===== config.mk =====
export PLATFORM = sky130hd
export DESIGN_NAME = controle_ldst
export DESIGN_NICKNAME = d
export VERILOG_FILES = /design/src/rtl/controle_ldst_pkg.sv /design/src/rtl/controle_ldst.sv
export SDC_FILE = /design/constraint.sdc
export NUM_CORES = 1
export LEC_CHECK = 0
export BUFFER_PORTS_ARGS = -buffer_cell sky130_fd_sc_hd__buf_4
export CORE_MARGIN = 10
export CORE_UTILIZATION = 47
export CTS_CLUSTER_SIZE = 25
export DETAILED_ROUTE_END_ITERATION = 8
export GPL_TIMING_DRIVEN = 0
export MAX_ROUTING_LAYER = met4
export PLACE_DENSITY_LB_ADDON = 0.1
export SYNTH_ARGS = -nofsm -noshare
export SYNTH_HDL_FRONTEND = slang
export SYNTH_SLANG_ARGS = --single-unit

===== constraint.sdc =====
create_clock -name clk -period 2.95 [get_ports clk]
set_input_delay 0.1475 -clock clk [delete_from_list [all_inputs] [get_ports clk]]
set_output_delay 0.1475 -clock clk [all_outputs]
set_load 0.02 [all_outputs]

===== src/rtl/controle_ldst_pkg.sv =====
// Shared encodings for the load/store controller:
// FSM states, op codes and adder mode codes.
package controle_ldst_pkg;

  typedef enum logic [2:0] {
    IDLE    = 3'd0,
    CALC    = 3'd1,
    ESCRITA = 3'd2,
    LEITURA = 3'd3,
    CARGA   = 3'd4,
    FIM     = 3'd5
  } state_t;

  localparam logic OP_LOAD  = 1'b0;
  localparam logic OP_STORE = 1'b1;

  localparam logic SOMA    = 1'b0;
  localparam logic SUBTRAI = 1'b1;

endpackage


===== src/rtl/controle_ldst.sv =====
// Load/store controller: computes an address through an external
// adder, then moves a word between register file and memory.
module controle_ldst
  import controle_ldst_pkg::*;
#(
  parameter int LAT_MEM = 1,
  parameter int AW      = 6
) (
  input  logic          clk,
  input  logic          rst,
  input  logic          start,
  input  logic          op,
  input  logic          sub,
  input  logic [4:0]    a_in,
  input  logic [4:0]    b_in,
  input  logic [4:0]    reg_idx,
  output logic          busy,
  output logic          done,
  output logic          erro,
  output logic [4:0]    a,
  output logic [4:0]    b,
  output logic          sinal,
  input  logic [AW-1:0] soma,
  output logic [AW-1:0] ads,
  output logic          we_mem,
  output logic [4:0]    Ra,
  output logic [4:0]    Rw,
  output logic          we_reg
);

  localparam logic [2:0] LAST = 3'(LAT_MEM - 1);

  state_t        r_state;
  state_t        w_next;
  logic          r_op;
  logic          r_sub;
  logic          r_uf;
  logic [4:0]    r_a;
  logic [4:0]    r_b;
  logic [4:0]    r_idx;
  logic [AW-1:0] r_ads;
  logic [2:0]    r_cnt;
  logic          w_uf;

  assign w_uf = (r_sub == SUBTRAI) && (r_a < r_b);

  always_ff @(posedge clk) begin
    if (rst) begin
      r_state <= IDLE;
      r_op    <= OP_LOAD;
      r_sub   <= SOMA;
      r_uf    <= 1'b0;
      r_a     <= '0;
      r_b     <= '0;
      r_idx   <= '0;
      r_ads   <= '0;
      r_cnt   <= '0;
    end else begin
      r_state <= w_next;
      if (r_state == IDLE && start) begin
        r_op  <= op;
        r_sub <= sub;
        r_a   <= a_in;
        r_b   <= b_in;
        r_idx <= reg_idx;
      end
      if (r_state == CALC) begin
        r_ads <= soma;
        r_uf  <= w_uf;
      end
      if (r_state == LEITURA) r_cnt <= r_cnt + 3'd1;
      else                    r_cnt <= '0;
    end
  end

  always_comb begin
    w_next = r_state;
    busy   = 1'b0;
    done   = 1'b0;
    erro   = 1'b0;
    we_mem = 1'b0;
    we_reg = 1'b0;
    a      = '0;
    b      = '0;
    sinal  = SOMA;
    Ra     = '0;
    Rw     = '0;
    if (r_state != IDLE) begin
      busy  = 1'b1;
      a     = r_a;
      b     = r_b;
      sinal = r_sub;
      Ra    = r_idx;
      Rw    = r_idx;
    end
    unique case (r_state)
      IDLE:    if (start) w_next = CALC;
      CALC: begin
        if (w_uf)                 w_next = FIM;
        else if (r_op == OP_STORE) w_next = ESCRITA;
        else                      w_next = LEITURA;
      end
      ESCRITA: begin
        we_mem = 1'b1;
        w_next = FIM;
      end
      LEITURA: if (r_cnt == LAST) w_next = CARGA;
      CARGA: begin
        we_reg = 1'b1;
        w_next = FIM;
      end
      FIM: begin
        done   = 1'b1;
        erro   = r_uf;
        w_next = IDLE;
      end
      default: w_next = IDLE;
    endcase
    // a reset edge must not commit a pending write
    if (rst) begin
      we_mem = 1'b0;
      we_reg = 1'b0;
    end
  end

  assign ads = r_ads;

endmodule


==> results.yml <==
run_status:
  outcome: "complete, no violations"
worst_setup_path:
  cpPeakStageDelay_ns: 0.42
  crit_top_cell: "buf_4"
  cp_data_required_time_ns: 2.80
  start_kind: "flop"
  critPathArrivalTime_ns: 2.05
  crit_slowest_cell: "dfxtp_1"
  setup.worst_path.class: "flop to output pin"
  critPathBufInv: 4
  path_cells: "nor3_4, inv_1, clkbuf_1, and2_1, buf_4, buf_4"
  cp_top_family: "buffers and inverters"
  cp-end-kind: "output pin"
  critPathMaxFanout: 10
placed_design:
  portBuffers: 57
  gp_congestion: 0.835
  dp.cells: 262
  dp_hpwl_um: 2930
layout:
  antenna_cells: 0
  fill_cells: 230
  area_growth_pct: 38.9
  ff_latch_area_um2: 601
  finalNetCount: 270
  layout.cells.non_filler: 270
  multi_input_area_um2: 689
  final_layout_size_suffix_gt1_frac: 0.318
sta:
  rsz0062_at_grt: "no"
  final_max_slew_viol_count: 0
  fin_setup_tns_ns: 0
  worst_pin_slew_ns: 0.441
  final.setup_skew_ns: 0.00347
  final_hold_viol_count: 0
  finalCritPeriodShare: 0.746
  setup_violations: 0
  relSlewSlack: 0.706
  min_period_ns: 2.20
  fmax_mhz: 455
global_routing:
  top_usage_layer: "met2"
  grt-ovfl-total: 0
  grt_max_degree: 11
  grtUsageTotal: 0.138
  grt_pass1_vias: 1344
  antenna_found_initial: 0
  grt.met2_usage: 0.233
  met3_usage: 0.0460
  grt_pass1_wl_um: 5690
  gr-usage-met1: 0.133
logic_synthesis:
  yosysTopAreaCell: "dfxtp_1"
  synth_edf_count: 0
  ys_top_cells_by_area: "dfxtp_1 43%, nand2_1 10%, a21oi_1 7.1%, and2_1 5.8%, ha_1 5.3%"
  avgSynthCellArea_um2: 8.07
  synth_ff_type: "dfxtp_1"
  yosysTopAreaCellShare: 0.428
  synth_cells: 174
  yosysSeqAreaShare: 0.428
  synth-seq-cells: 30
  synth_area_um2: 1400
  synthArstFlopShare: 0
  yosys_warnings: 0
  syn-num-nets: 206
  yosysUniqueCellTypes: 27
clocking:
  cts_buffer_depth: 2
  numCtsBuffers: 5
  cts_tree: "done"
  ctsResizeCount: 0
  clk_pin_slew_ns: 0.09
  holdBufCountCts: 0
  htreeDepth: 2
  cts_sinks: 30
  insertion_delay_ns: 0.34
  cts-root-buf: "clkbuf_4"
  postCtsSetupBuffers: 0
worst_hold_path:
  min-delay-path-class: "primary input to flop"
routing:
  drt-total-wl_um: 3680
  viasPerCell: 5.02
  detail-route-antenna-nets: 0
  via_count: 1355
  initialDrtViolationCount: 133
  wl_per_cell_um: 13.6
  first_pass_iters: 4
  drc: 0
die:
  ioPinCount: 58
  dieArea_um2: 5570
  die_w_um: 74.7
  die_h_um: 74.7
  coreArea_um2: 2810
  start_util: 0.500
  rows: 19
power:
  powerDensity_nw_per_um2: 544
  peakVddDrop_v: 0.000365
  p_leak_nw: 0.901
flow_run:
  drv_cap: 0
## power breakdown
part	internal [W]	switching (W)	leakage (nW)	total [W]
registers	0.000439	0.0000264	0.245	0.000465
logic	0.000128	0.000161	0.611	0.000289
clock network	0.000163	0.000143	0.0446	0.000306
## per-layer routing
metal  part of all wire  vias up  wire length [um]
met5                  0        -                 0
met4              0.024        0                89
met3              0.083        7               305
met1               0.37      606              1380
li1                   -      690                 -
met2               0.52       52              1910
## cell type report
cell class | count | share of cell area
sequential | 30 | 0.308
multi-input combinational | 122 | 0.354
timing repair buffer | 57 | 0.220
tap | 31 | 0.0199
buffer | 13 | 0.0411
clock buffer | 8 | 0.0404
inverter | 9 | 0.0173
## cells in the mapped netlist, drive strengths merged, types with 5 or more instances
library cell,n
nand2,38
dfxtp,30
a21oi,20
nor2,19
and2,13
inv,9
buf,8
ha,6
mux2i,6
clkbuf,5
## worst paths after layout
path / start / endpoint / slack (ns) / cells after the start
max: r_state[0]$_SDFFE_PP0P_ / Rw[0] / 0.75 / 6
min reg2reg: r_idx[4]$_SDFFE_PP0P_ / r_idx[4]$_SDFFE_PP0P_ / 0.46 / 2
max reg2reg: r_state[0]$_SDFFE_PP0P_ / r_b[0]$_SDFFE_PP0P_ / 1.36 / 5
min: a_in[2] / r_a[2]$_SDFFE_PP0P_ / 0.04 / 3
## stage by stage
stage	hold WS (ns)	instance area, um2	utilization	power (W)	worst slack [ns]
2_1_floorplan	0.283	1400	-	0.000652	1.32
3_3_place_gp	0.384	1870	0.667	0.000758	1.16
3_5_place_dp	0.395	1870	0.667	0.000767	1.12
4_1_cts	0.0350	1950	0.695	0.00107	0.728
5_1_grt	0.0291	1950	0.695	0.00112	0.607
6_report	0.0402	1950	0.695	0.00106	0.751
## tightest hold or removal path, stage by stage
cell     delay [ns]
buf_4          0.11
nand2_1        0.04
a21oi_1        0.05
## state kept, by name (all words and copies together) (netlist names)
name / cells
r_idx: 5
r_cnt: 3
r_b: 5
r_a: 5
ads: 6
r_op: 1
r_state: 3
r_uf: 1
r_sub: 1
## cell usage in the layout, fill, tap and decap left out
cell type  netlist  layout
a21oi_1         20      20
xnor2_1          1       1
buf_4            6      63
a211oi_1         2       2
or3b_2           1       1
and3b_1          1       1
clkbuf_1         5       5
and2_1          13      13
dfxtp_1         30      30
o21ai_0          2       2
o21a_1           2       2
a31oi_1          1       1
nor4b_1          2       2
a21o_1           1       1
o211ai_1         2       2
nand2b_1         2       2
clkbuf_4         0       5
nand2_1         38      38
nor2_1          18      18
o221ai_1         1       1
buf_2            1       1
nor3_4           1       1
buf_6            1       1
inv_1            9       9
nor2_2           1       1
clkbuf_8         0       3
mux2i_1          6       6
nor2b_1          1       1
ha_1             6       6
## cells by family (layout without fill, tap and decap cells)
group	after synthesis	count (layout)	synth area share
multiplexers	6	6	0.0428
flip-flops	30	30	0.428
XOR/XNOR	1	1	0.00624
AND/OR/NAND/NOR	78	78	0.262
AO/OA/AOI/OAI	31	31	0.127
buffers and inverters	22	87	0.0811
adder cells (fa/ha/maj)	6	6	0.0535
Power figures use the tool's default switching activity.
